`src/rtl/store_size_control.sv`:
```
// -----------------------------------------------------------------------------
// store_size_control
//
// Writes a word, halfword or byte from the register file into memory.
// Word stores go straight to a single write cycle. Halfword and byte stores
// perform a read-modify-write: the target word is read, its low 16 or 8 bits
// are replaced by the register data, and the merged word is written back.
// The control unit holds its request until `done`.
//
// Parameters:
//   READ_LATENCY  cycles from MemAddr first presented until MemDataIn valid (1..4)
//
// Ports:
//   clk         in   system clock, rising edge
//   reset       in   asynchronous active-high reset, returns to IDLE
//   start       in   store request, accepted only in IDLE
//   Selector    in   [1:0] 00 word, 01 halfword, 10 byte, 11 invalid
//   Addr        in   [31:0] word address, latched at start
//   Data        in   [31:0] register data, latched at start
//   MemDataIn   in   [31:0] memory read data
//   MemAddr     out  [31:0] memory address (READ/MERGE/WRITE only, else 0)
//   MemWrite    out  write strobe, one cycle per store
//   MemDataOut  out  [31:0] write data (WRITE only, else 0)
//   busy        out  high in every state except IDLE
//   done        out  one-cycle completion pulse
//   error       out  one-cycle pulse on a rejected invalid selector
//
// Configuration macro:
//   STORE_SIZE_CONTROL_ERR_EN  when defined, Selector 11 is rejected with
//                              error+done; otherwise it is a word store and
//                              error is tied low.
//
// All outputs are decoded from registered state, so an asynchronous reset
// removes them (including MemWrite) in the same cycle it is asserted.
// -----------------------------------------------------------------------------
module store_size_control #(
  parameter int READ_LATENCY = 1
) (
  input  logic        clk,
  input  logic        reset,
  input  logic        start,
  input  logic [1:0]  Selector,
  input  logic [31:0] Addr,
  input  logic [31:0] Data,
  input  logic [31:0] MemDataIn,
  output logic [31:0] MemAddr,
  output logic        MemWrite,
  output logic [31:0] MemDataOut,
  output logic        busy,
  output logic        done,
  output logic        error
);

  localparam logic [2:0] S_IDLE  = 3'd0;
  localparam logic [2:0] S_READ  = 3'd1;
  localparam logic [2:0] S_MERGE = 3'd2;
  localparam logic [2:0] S_WRITE = 3'd3;
  localparam logic [2:0] S_DONE  = 3'd4;

  // Counter is loaded with READ_LATENCY-1 so READ lasts exactly READ_LATENCY cycles.
  localparam logic [1:0] CNT_INIT = 2'(READ_LATENCY - 1);

  localparam logic [1:0] SEL_HALF = 2'b01;
  localparam logic [1:0] SEL_BYTE = 2'b10;

  logic [2:0]  state;
  logic [2:0]  state_next;
  logic [1:0]  cnt;
  logic [1:0]  sel_q;
  logic [31:0] addr_q;
  logic [31:0] data_q;
  logic [31:0] merged_q;
  logic        sub_word;

  // Halfword and byte stores need the read-modify-write path.
  assign sub_word = (sel_q == SEL_HALF) || (sel_q == SEL_BYTE);

  // Next-state decode.
  always_comb begin
    state_next = state;
    case (state)
      S_IDLE: begin
        if (start) begin
`ifdef STORE_SIZE_CONTROL_ERR_EN
          if (Selector == 2'b11) begin
            state_next = S_DONE;
          end else if ((Selector == SEL_HALF) || (Selector == SEL_BYTE)) begin
            state_next = S_READ;
          end else begin
            state_next = S_WRITE;
          end
`else
          if ((Selector == SEL_HALF) || (Selector == SEL_BYTE)) begin
            state_next = S_READ;
          end else begin
            state_next = S_WRITE;
          end
`endif
        end else begin
          state_next = S_IDLE;
        end
      end
      S_READ: begin
        if (cnt == 2'd0) begin
          state_next = S_MERGE;
        end else begin
          state_next = S_READ;
        end
      end
      S_MERGE: state_next = S_WRITE;
      S_WRITE: state_next = S_DONE;
      S_DONE:  state_next = S_IDLE;
      default: state_next = S_IDLE;
    endcase
  end

  // State, latency counter and store operand registers.
  always_ff @(posedge clk or posedge reset) begin
    if (reset) begin
      state    <= S_IDLE;
      cnt      <= 2'd0;
      sel_q    <= 2'b00;
      addr_q   <= 32'd0;
      data_q   <= 32'd0;
      merged_q <= 32'd0;
    end else begin
      state <= state_next;
      if (state == S_IDLE && start) begin
        sel_q  <= Selector;
        addr_q <= Addr;
        data_q <= Data;
        cnt    <= CNT_INIT;
      end else if (state == S_READ && cnt != 2'd0) begin
        cnt <= cnt - 2'd1;
      end else if (state == S_MERGE) begin
        if (sel_q == SEL_HALF) begin
          merged_q <= {MemDataIn[31:16], data_q[15:0]};
        end else begin
          merged_q <= {MemDataIn[31:8], data_q[7:0]};
        end
      end else begin
        cnt <= cnt;
      end
    end
  end

`ifdef STORE_SIZE_CONTROL_ERR_EN
  logic err_q;

  // Remembers that the current DONE comes from a rejected selector.
  always_ff @(posedge clk or posedge reset) begin
    if (reset) begin
      err_q <= 1'b0;
    end else if (state == S_IDLE && start) begin
      err_q <= (Selector == 2'b11);
    end else if (state == S_DONE) begin
      err_q <= 1'b0;
    end else begin
      err_q <= err_q;
    end
  end

  assign error = (state == S_DONE) && err_q;
`else
  assign error = 1'b0;
`endif

  // Output decode from the registered state.
  always_comb begin
    MemAddr    = 32'd0;
    MemWrite   = 1'b0;
    MemDataOut = 32'd0;
    busy       = 1'b1;
    done       = 1'b0;
    case (state)
      S_IDLE: busy = 1'b0;
      S_READ: MemAddr = addr_q;
      S_MERGE: MemAddr = addr_q;
      S_WRITE: begin
        MemAddr    = addr_q;
        MemWrite   = 1'b1;
        MemDataOut = sub_word ? merged_q : data_q;
      end
      S_DONE: done = 1'b1;
      default: busy = 1'b0;
    endcase
  end

endmodule

```
`config.mk`:
```
export PLATFORM = sky130hd
export DESIGN_NAME = store_size_control
export DESIGN_NICKNAME = d
export VERILOG_FILES = /design/src/rtl/store_size_control.sv
export SDC_FILE = /design/constraint.sdc
export NUM_CORES = 1
export LEC_CHECK = 0
export BUFFER_PORTS_ARGS = -buffer_cell sky130_fd_sc_hd__buf_4
export CAP_MARGIN = 20
export CORE_AREA = 2 2 106 108
export CTS_CLUSTER_SIZE = 12
export DETAILED_ROUTE_END_ITERATION = 10
export DIE_AREA = 0 0 108 110
export PLACE_DENSITY_LB_ADDON = 0.2
export SETUP_SLACK_MARGIN = 0.4
export SYNTH_ARGS = -nofsm -noshare
export SYNTH_HDL_FRONTEND = slang
export SYNTH_SLANG_ARGS = --single-unit
```
`constraint.sdc`:
```
create_clock -name clk -period 4.2 [get_ports clk]
set_input_delay 0.21 -clock clk [delete_from_list [all_inputs] [get_ports clk]]
set_output_delay 0.21 -clock clk [all_outputs]
set_load 0.02 [all_outputs]
```
Yosys cells after proc, flatten, opt, wreduce, memory -nomap -nowiden

Cells that the tools add are included.

Register bits after elaboration: 103
Output and inout bits: 68
Word-level logic and storage cells: 41
Input port bits: 101

Bitwise operators: 2
$add $sub $neg: 1
Reductions and logical operators: 11
Equal/unequal tests: 8
Multiplexer cells: 13

Operators by type and width:

| kind                                                | count |
|---|---|
| 2-to-1 mux 32 bit                                   | 3 |
| 2-to-1 mux 16 bit                                   | 1 |
| case mux 3 bit (4 select lines)                     | 1 |
| 2-to-1 mux 2 bit                                    | 4 |
| equality test 3 x 2 -> 1 bit, second input constant | 2 |
| equality test 2 x 1 -> 1 bit, second input constant | 2 |
| equality test 2 bit, second input constant          | 2 |
| nonzero test 2 bit                                  | 2 |
| OR reduction 4 bit                                  | 1 |
| equality test 3 x 1 -> 1 bit, second input constant | 1 |
| equality test 3 bit, second input constant          | 1 |
| zero test 3 bit                                     | 1 |
| 2-to-1 mux 1 bit                                    | 3 |
| 2-to-1 mux 3 bit                                    | 1 |
| AND reduction 3 bit                                 | 1 |
| OR reduction 3 bit                                  | 1 |
| logical AND 1 bit                                   | 2 |
| zero test 2 bit                                     | 1 |
| logical OR 1 bit                                    | 2 |
| NOT 1 bit                                           | 2 |
| subtractor 2 x 1 -> 2 bit, second input constant    | 1 |

Longest topological paths before layout

Gate-level depths: netlist (run 1).

Depth after elaboration: 5
Gate-level depth with buffers: 6
Mapped depth without buffers: 5

Worst setup path after synthesis (run 1)

Ideal clock, no wire load.

Path type: register to output
From: register sel_q[0]
To: output port MemDataOut[10]
Data required time: 3.990 ns
Path slack: 2.507 ns
Cell stages (with the launch flop): 6
Arrival time: 1.483 ns
Cell sequence: dfrtp_1 > ha_1 > clkbuf_1 > buf_2 > mux2i_1 > nor2_1

Word-level cells in the longest chain between the ends: 4

Ends and longest elaborated chain:

| element                                                                    | RTL line | RTL |
|---|---|---|
| from (decl)                                                                | 69       | `logic [1:0] sel_q;` |
| from (signal assigned)                                                     | 129      | `sel_q <= Selector;` |
| equality test 2 x 1 -> 1 bit / equality test 2 bit (equally long branches) | 76       | `assign sub_word = (sel_q == SEL_HALF) \|\| (sel_q == SEL_BYTE);` |
| logical OR 1 bit (*)                                                       | 76       |  |
| 2-to-1 mux 32 bit (*)                                                      | 182      | `MemDataOut = sub_word ? merged_q : data_q;` |
| 2-to-1 mux 32 bit (*)                                                      | 175      | `case (state)` |
| to (decl)                                                                  | 48       | `output logic [31:0] MemDataOut,` |

Mark *: on every way between the ends. The rest lies on a longest branch, timed or not.

Worst setup path in the final report (run 1)

From: register sel_q[0]
To: output port MemDataOut[8]

Same word-level chain as after synthesis.

==> metrics, run 1 <==
Avg Inst Size Synth 13.0 sq um; kind of critical path reg -> out; CTS sink count 103; Commonest cells post-synth dfrtp_1, mux2_2, nor2_1; R2R cell count 3; clock skew 0.00827 ns; Min Hold Slack 0.0493 ns; Post-synth EDFFs 0; Tot GR Track Use 0.178; Routed WL 10500 um; Hold-fix buffers, CTS 0; Hold Fails Final Rpt 0; most frequent cell after synthesis dfrtp_1; Yosys warnings 0; Cell Rows 38; Setup violations, final 0; CTS root buf clkbuf_8; Post-Syn Nets 467; CTS tree done; Max IR drop VDD 0.398 mV; Switching Fraction 0.383; post-DP HPWL 7270 um; H-tree depth 3; post-route setup TNS 0 ns; reg2reg start state[2]; Leak 0.00296 uW; share of cells above drive strength 1 0.511; Psw 2040 uW; grt total ovfl 0; pwr dens 857 nW/um^2; sequential-to-total area share from yosys stat 0.545; sequential share of power 0.334; Synth Register Bits 103; # Max-Cap Violations 0; initial antenna violation count 0; CP Capture Point MemDataOut[8]; Initial Utilization 0.442; DR iter-0 viols 86; largest net degree at the start of global routing 78; DR vias 3222; clock tree buffer depth 2; vias in the first global route 3324; area leader, netlist dfrtp_1; library cells used by synthesis 26; FF+latch area 2580 sq um; arrival time worst endpoint 2.38 ns; Netlist Area Pre-Place 4730 sq um; # diodes 0; Main synth FF type dfrtp_1; Post-CTS Setup Inserts 0; first-pass GRT wire length 16200 um; final core occ 0.581; crit path launch type flip-flop; required time of the critical path 3.99 ns; cell count after synthesis 364; I/O pin total 169; Worst R2R End merged_q[21]; worst skew pair latency 0.36 ns; first-pass iteration count of the detailed router 5; die footprint 11900 sq um; worst-margin pin slew 1.08 ns; Nets 620; Core Area 10700 sq um; Die Wd 108 um; Period minus WS final 2.59 ns; CP startpoint sel_q[0]; final max-slew violation count 0; clk slew on worst S/H paths 0.10 ns; area occupied by multi-input gates 1980 sq um; Crit. End Element output pin; outcome finished, final reports clean; count of port buffers added during placement 159; CTS Buf Count 9; Vias per Instance 4.87; synth top area cells dfrtp_1, mux2_2, mux2i_1; WL per Instance 15.8 um; DIE HEIGHT 110 um; Area growth, synth to finish 31.5%; DR DRC count 0; RSZ-0062 raised after global routing no; FMAX 386 MHz; Synth top area share 0.545; critical path fanouts, max 32; R2R Setup Slk 1.97 ns; clock network fraction of total power 0.123; fillcell total 932; remaining antenna violation count 0; internal power 3290 uW; Max-Slew Margin vs Limit 0.282; GPL Wtd Cong 0.707; FFs w/ async S/R, synth 1.00; HP Class in -> async; post-CTS resize count 0; combinational share of power 0.543; Final Cycle Share 0.617
## per-layer routing
metal / track usage / part of all wire
met2: 0.309 / 0.52
met1: 0.214 / 0.41
met5: 0 / 0
met3: 0.0564 / 0.062
met4: 0.0513 / 0.010
## stage by stage
| step | area, sq um | total power [uW] | instances | setup WS (ns) |
|---|---|---|---|---|
| final | 6210 | 5330 | 662 | 1.61 |
| after floorplan | 4730 | 3800 | 364 | 1.29 |
| after CTS | 6210 | 5400 | 662 | 1.59 |
| after global placement | 6000 | 4660 | 646 | 1.99 |
| after global routing | 6210 | 5700 | 662 | 1.48 |
| after detailed placement | 6000 | 4740 | 646 | 1.96 |
## cell families (layout without fill, tap and decap cells)
family | count (synthesis) | count (layout) | share of synthesized area
flops | 103 | 103 | 0.545
other cells | 1 | 1 | 0.000793
simple gates | 85 | 85 | 0.0958
compound gates | 11 | 11 | 0.0130
buf+inv | 30 | 188 | 0.0376
mux | 129 | 129 | 0.297
fa+ha+maj | 2 | 2 | 0.00529
xor+xnor | 3 | 3 | 0.00556
## worst min-delay path by stage
| stage | start | to | depth (start not counted) | slack, ns |
|---|---|---|---|---|
| after floorplan | Selector[1] | sel_q[1] | 2 | 0.33 |
| after global placement | Data[1] | data_q[1] | 2 | 0.43 |
| after detailed placement | Data[1] | data_q[1] | 2 | 0.44 |
| after CTS | Data[5] | data_q[5] | 2 | 0.04 |
| after global routing | Data[2] | data_q[2] | 2 | 0.04 |
| final | reset | addr_q[7] | 2 | 0.05 |
## power by group through the flow
| stage | logic, uW | registers, uW | clock network, uW |
|---|---|---|---|
| floorplan | 2090 | 1710 | 0 |
| global placement | 2890 | 1770 | 0 |
| detailed placement | 2930 | 1810 | 0 |
| CTS | 2940 | 1780 | 677 |
| global route | 3120 | 1850 | 723 |
| finish | 2890 | 1780 | 654 |
## state kept, by name (all words and copies together), names as in the netlist
register and cells:
addr_q 32, cnt 2, data_q 32, merged_q 32
sel_q 2, state 3
## area by class of cell
type | instances | area share
repair buffers | 166 | 0.201
clock inverters | 2 | 0.00604
inverters | 6 | 0.00403
flip-flops and latches | 103 | 0.415
well taps | 140 | 0.0282
multi-input cells | 231 | 0.319
clock buffers | 14 | 0.0278
## placed cells by master (no fill, tap or decap), types with 3 or more instances in the layout
cell type  instances
and2_1            33
mux2_1             7
xnor2_1            3
buf_4            166
mux2i_1           40
dfrtp_1          103
mux2_2            82
nor2_1            43
a21oi_1            8
clkbuf_8          12
inv_1              5
## worst max-delay path, stage by stage, from the launching register on
cell and delay (ns):
dfrtp_1 0.41, ha_2 1.05, mux2i_1 0.30, nor2_1 0.06, buf_4 0.17
Power figures use the tool's default switching activity.
==> run 2, diff against run 1 <==
Clock period 4.2 ns to 2.3 ns, I/O delays scaled along.
==> run 2 against run 1 <==
Net effect: clock skew up 0.0026 ns; count of clock-buffer cells in the layout down 1; clock power up 59%; register-to-register slack worse by 1.4 ns; wire length up 13%.
==> metrics, run 2 (synthesis results as in run 1) <==
outcome finished, final reports clean (unchanged); Tot GR Track Use 0.205 (was 0.178); Pwr Total 10100 uW (was 5330 uW); Min Hold Slack 0.0316 ns (was 0.0493 ns); remaining antenna violation count 0 (unchanged); Crit. End Element output pin (unchanged); Max IR drop VDD 0.835 mV (was 0.398 mV); share of cells above drive strength 1 0.457 (was 0.511); Period minus WS final 1.84 ns; Area growth, synth to finish 51.4% (was 31.5%); first-pass GRT wire length 18900 um (was 16200 um); pwr dens 1420 nW/um^2 (was 857 nW/um^2); vias in the first global route 3924 (was 3324); Cell Rows 38 (unchanged); Initial Utilization 0.442 (unchanged); count of port buffers added during placement 159 (unchanged); post-DP HPWL 7200 um (was 7270 um); Setup violations, final 0 (unchanged); post-route setup TNS 0 ns (unchanged); grt total ovfl 0 (unchanged); Hold Fails Final Rpt 0 (unchanged); Vias per Instance 4.79 (was 4.87); DR iter-0 viols 134 (was 86); CTS sink count 103 (unchanged); Routed WL 11800 um (was 10500 um); largest net degree at the start of global routing 61 (was 78); DIE HEIGHT 110 um (unchanged); H-tree depth 3 (unchanged); CTS tree done (unchanged); most frequent cells in the layout buf_4, dfrtp_1, mux2_2, dlygate4sd3_1, nor2_1 (was buf_4, dfrtp_1, mux2_2); CTS Buf Count 9 (unchanged); largest registers addr_q: 32 flops, data_q: 32 flops, merged_q: 32 flops (unchanged); RSZ-0062 raised after global routing yes (was no); die footprint 11900 sq um (unchanged); worst-margin pin slew 0.614 ns (was 1.08 ns); fillcell total 787 (was 932); # Max-Cap Violations 0 (unchanged); Final Cycle Share 0.801; crit path launch type flip-flop (unchanged); clock skew 0.0108 ns (was 0.00827 ns); Die Wd 108 um (unchanged); critical-path cell list ha_4, buf_12, mux2i_1, nor2_1, buf_4 (was ha_2, mux2i_1, nor2_1, buf_4); final max-slew violation count 0 (unchanged); Largest stage delay, worst path 0.42 ns (was 1.05 ns); FMAX 543 MHz; required time of the critical path 2.18 ns (was 3.99 ns); clock tree buffer depth 2 (unchanged); # diodes 0 (unchanged); Max-Slew Margin vs Limit 0.590 (was 0.282); clk slew on worst S/H paths 0.08 ns (was 0.10 ns); HP Class in -> reg (was in -> async); DR DRC count 0 (unchanged); critical path fanouts, max 15 (was 32); WL per Instance 15.8 um (about the same); arrival time worst endpoint 1.73 ns (was 2.38 ns); Leak 0.00335 uW (was 0.00296 uW); Core Area 10700 sq um (unchanged); worst skew pair latency 0.36 ns (about the same); I/O pin total 169 (unchanged); Nets 709 (was 620); CTS root buf clkbuf_8 (unchanged); initial antenna violation count 0 (unchanged); most common cell after layout, fill and taps aside buf_4 (unchanged); first-pass iteration count of the detailed router 4 (was 5); Critical Path Slowest Stage Cell dfrtp_1 (was ha_2); kind of critical path reg -> out (unchanged); DR vias 3597 (was 3222); GPL Wtd Cong 0.697 (was 0.707)
[run 2: cell count changes in the layout (fill, tap and decap cells not counted), sizes merged]
| cell | before | now |
|---|---|---|
| clkinvlp | 1 | 2 |
| clkinv | 0 | 2 |
| dlygate4sd3 | 0 | 82 |
| clkbuf | 14 | 13 |
| inv | 6 | 5 |
| buf | 166 | 173 |
| bufinv | 1 | 0 |
[run 2: what timing repair did]
item / in CTS / in global routing
hold buffers: 82 / 0
pin swaps: 1 / 1
endpoints found under the setup margin: 34 / 63
resized for setup: 2 / 6
hold endpoints to repair: 106 / 0
setup buffers: 3 / 2
[run 2: path summary, 6_finish.rpt]
check                             startpoint             end  slack, ns  cells past startpoint
worst max register to register      state[0]      data_q[29]       0.58                      3
worst min-delay path             Selector[0]        sel_q[0]       0.03                      2
worst max-delay path                sel_q[0]  MemDataOut[16]       0.46                      5
max in group asynchronous              reset     merged_q[8]       1.11                      4
min in group asynchronous              reset      data_q[24]       0.41                      3
worst min register to register  merged_q[17]    merged_q[17]       0.50                      1
[run 2: metal layers]
metal,global-route usage,vias to the layer above,share of wire
met5,0,-,0
met4,0.0723,0,0.013
met3,0.0447,16,0.047
met2,0.385,88,0.54
met1,0.230,1773,0.40
li1,-,1720,-
[run 2: final cells by class]
| cell class | count | area (sq um) | share of cell area |
|---|---|---|---|
| tap | 140 | 175 | 0.0245 |
| multi-input combinational | 231 | 2000 | 0.279 |
| inverter | 6 | 26.3 | 0.00367 |
| sequential | 103 | 2580 | 0.360 |
| clock buffer | 13 | 159 | 0.0222 |
| timing repair buffer | 255 | 2200 | 0.308 |
| clock inverter | 3 | 17.5 | 0.00245 |
[run 2: worst max-delay path: cells and delay by family, from the launching register on]
family	cells	cell delay, ns
flip-flops	1	0.42
adder cells (fa/ha/maj)	1	0.34
buffers and inverters	2	0.34
multiplexers	1	0.19
AND/OR/NAND/NOR	1	0.07
[run 2: power by group]
group | switching, uW | internal [uW]
registers | 520 | 2750
clock network | 585 | 451
logic | 2780 | 3050
[run 2: through the flow]
step                instance area, sq um  cells  setup WS, ns  utilization
global route                        7160    751         0.351        0.669
floorplan                           4730    364         0.664            -
CTS                                 7130    749         0.422        0.666
global placement                    6100    648         0.532        0.570
finish                              7160    751         0.457        0.669
detailed placement                  6100    648         0.503        0.570
==> run 3, diff against run 2 <==
Settings changed: ABC_AREA set to 1, CORE_AREA 2 2 106 108 to 2 2 108 110, DIE_AREA 0 0 108 110 to 0 0 110 112.
Clock period 2.3 ns to 1.8 ns, I/O delays scaled along.
==> run 3 against run 2 <==
Net effect: the run now ends with negative setup slack left; sequential cell count did not move; area after synthesis rose by 3.2%; clock skew fell by 0.0031 ns; critical path type unchanged; critical endpoint is now MemAddr[31].
==> metrics, run 3 <==
required time of the critical path 1.71 ns (was 2.18 ns); grt total ovfl 0 (unchanged); worst-margin pin slew 0.561 ns (was 0.614 ns); Avg Inst Size Synth 7.46 sq um (was 13.0 sq um); first-pass GRT wire length 31200 um (was 18900 um); synth top area cells dfrtp_1, nand2_1, o21ai_0 (was dfrtp_1, mux2_2, mux2i_1); FF+latch area 2580 sq um (unchanged); post-route cell area 10200 sq um (was 7160 sq um); Switching Fraction 0.449 (was 0.383); DR DRC count 0 (unchanged); reg2reg start state[2] (was state[0]); count of port buffers added during placement 159 (unchanged); Initial Utilization 0.436 (was 0.442); Setup WS pre-CTS 0.282 ns (was 0.503 ns); Synth Register Bits 103 (unchanged); critical-path cell list nor3_4, nor2_4, buf_12, buf_16, nor2_4, buf_6 (was ha_4, buf_12, mux2i_1, nor2_1, buf_4); DIE HEIGHT 112 um (was 110 um); Tot GR Track Use 0.339 (was 0.205); Nets 1056 (was 709); FFs w/ async S/R, synth 1.00 (unchanged); Hold EP merged_q[12] (was sel_q[0]); DR iter-0 viols 497 (was 134); Crit. End Element output pin (unchanged); most frequent cells in the layout nand2_1, dfrtp_1, buf_4 (was buf_4, dfrtp_1, mux2_2, dlygate4sd3_1, nor2_1); DR vias 6093 (was 3597); min-delay src MemDataIn[12] (was Selector[0]); # Max-Cap Violations 0 (unchanged); Main synth FF type dfrtp_1 (unchanged); # diodes 0 (unchanged); area occupied by multi-input gates 2780 sq um (was 2000 sq um); Routed WL 24900 um (was 11800 um); FMAX 510 MHz; sequential share of power 0.200 (was 0.323); Max IR drop VDD 1.40 mV (was 0.835 mV); kind of critical path reg -> out (unchanged); CTS root buf clkbuf_16 (was clkbuf_8); Netlist Area Pre-Place 4880 sq um (was 4730 sq um); CP most frequent cell nor2_4; Setup violations, final 65 (was 0); combinational share of power 0.695 (was 0.575); R2R Setup Slk 0.02 ns (was 0.58 ns); Worst R2R End addr_q[6] (was data_q[29]); Period minus WS final 1.96 ns; RSZ-0062 raised after global routing yes (unchanged); WL per Instance 22.6 um (was 15.8 um); Post-synth EDFFs 0 (unchanged); Largest stage delay, worst path 0.46 ns (was 0.42 ns); internal power 11300 uW (was 6250 uW); Area growth, synth to finish 109% (was 51.4%); cell count after synthesis 654 (was 364); Critical Path Slowest Stage Cell dfrtp_2 (was dfrtp_1); fillcell total 394 (was 787); pwr dens 2010 nW/um^2 (was 1420 nW/um^2); largest registers addr_q: 32 flops, data_q: 32 flops, merged_q: 32 flops (unchanged); R2R cell count 12 (was 3); sequential-to-total area share from yosys stat 0.528 (was 0.545); Hold Path Depth 5 (was 2); CTS Buf Count 9 (unchanged); Max-Slew Margin vs Limit 0.626 (was 0.590); crit path launch type flip-flop (unchanged); share of cells above drive strength 1 0.524 (was 0.457); H-tree depth 3 (unchanged); worst skew pair latency 0.36 ns (about the same); final max-slew violation count 0 (unchanged); Hold Fails Final Rpt 0 (unchanged); Yosys warnings 0 (unchanged); Leak 0.00516 uW (was 0.00335 uW); GPL Wtd Cong 0.789 (was 0.697); clock tree buffer depth 2 (unchanged); vias in the first global route 6038 (was 3924); Post-Syn Nets 757 (was 467); Core Area 11200 sq um (was 10700 sq um); remaining antenna violation count 0 (unchanged); most common cell after layout, fill and taps aside nand2_1 (was buf_4); CTS tree done (unchanged); Final WS setup -0.160 ns (was 0.457 ns); Die Wd 110 um (was 108 um); Synth top area share 0.528 (was 0.545); clock network fraction of total power 0.104 (was 0.102); clk slew on worst S/H paths 0.07 ns (was 0.08 ns); I/O pin total 169 (unchanged); Commonest cells post-synth nand2_1, inv_1, o21ai_0 (was dfrtp_1, mux2_2, nor2_1); most frequent cell after synthesis nand2_1 (was dfrtp_1); outcome finished, violations left (was finished, final reports clean); post-DP HPWL 7610 um (was 7200 um); largest net degree at the start of global routing 104 (was 61); failing checks negative setup slack; Psw 9190 uW (was 3890 uW); initial antenna violation count 0 (unchanged); area leader, netlist dfrtp_1 (unchanged); Final Cycle Share 1.09; die footprint 12300 sq um (was 11900 sq um); post-route setup TNS -4.52 ns (was 0 ns); library cells used by synthesis 16 (was 26); first-pass iteration count of the detailed router 5 (was 4); CTS sink count 103 (unchanged); Placed Area 6240 sq um (was 6100 sq um); arrival time worst endpoint 1.87 ns (was 1.73 ns); Vias per Instance 5.53 (was 4.79); critical path fanouts, max 8 (was 15); HP Class in -> reg (unchanged); clock skew 0.00777 ns (was 0.0108 ns); Cell Rows 39 (was 38)
## run 3: per-stage QoR
step	power, uW	std cells	utilization	hold slack (ns)
after floorplan	7700	654	-	0.200
after global placement	9580	929	0.558	0.291
after detailed placement	9760	929	0.558	0.289
after CTS	16800	1084	0.816	0.128
after global routing	21200	1101	0.913	0.168
final	20500	1101	0.913	0.139
## run 3: final cells by class
| class | instances | area share |
|---|---|---|
| tap | 143 | 0.0175 |
| sequential | 103 | 0.253 |
| inverter | 124 | 0.0472 |
| multi-input combinational | 391 | 0.272 |
| clock inverter | 3 | 0.00392 |
| timing repair buffer | 324 | 0.380 |
| clock buffer | 13 | 0.0265 |
## run 3: kinds of logic after synthesis
group / after synthesis / synth area share
flip-flops: 103 / 0.528
other: 1 / 0.000769
XOR/XNOR: 1 / 0.00180
adder cells (fa/ha/maj): 2 / 0.00513
AND/OR/NAND/NOR: 274 / 0.216
buffers and inverters: 160 / 0.132
AO/OA/AOI/OAI: 113 / 0.116
## run 3: worst max path at each step
stage	end	depth (start not counted)	start	slack [ns]
after floorplan	MemDataOut[1]	6	sel_q[0]	0.42
after global placement	MemDataOut[2]	7	sel_q[0]	0.31
after detailed placement	addr_q[30]	5	state[2]	0.28
after CTS	MemDataOut[26]	8	sel_q[1]	-0.03
after global routing	MemDataOut[31]	8	sel_q[0]	-0.18
final	MemAddr[31]	6	state[2]	-0.16
## run 3: worst max-delay path: cells and delay by family (launching register included)
family                 cells  cell delay [ns]
flip-flops                 1             0.46
buffers and inverters      3             0.45
AND/OR/NAND/NOR            3             0.58
## run 3: power groups by stage
stage               Sequential (uW)  Clock [uW]  Combinational [uW]
floorplan                      3780           0                3920
global placement               3860           0                5720
detailed placement             3900           0                5850
CTS                            3880        2060               10900
global route                   4180        2220               14800
finish                         4100        2140               14200
## run 3: metal layers
layer  vias to the layer above  track usage  wire length, um
met5                         -            0                0
met4                         0        0.193             1760
met3                       130       0.0527             1890
met2                       439        0.588            12900
met1                      2963        0.392             8400
li1                       2561            -                -
## run 3: repair_timing
action	in CTS	in global routing
buffers inserted	33	9
pin swaps	21	77
gates resized for setup	261	238
cloned	23	8
endpoints found under the setup margin	142	155
hold buffers	83	0
endpoints found under the hold margin	185	0
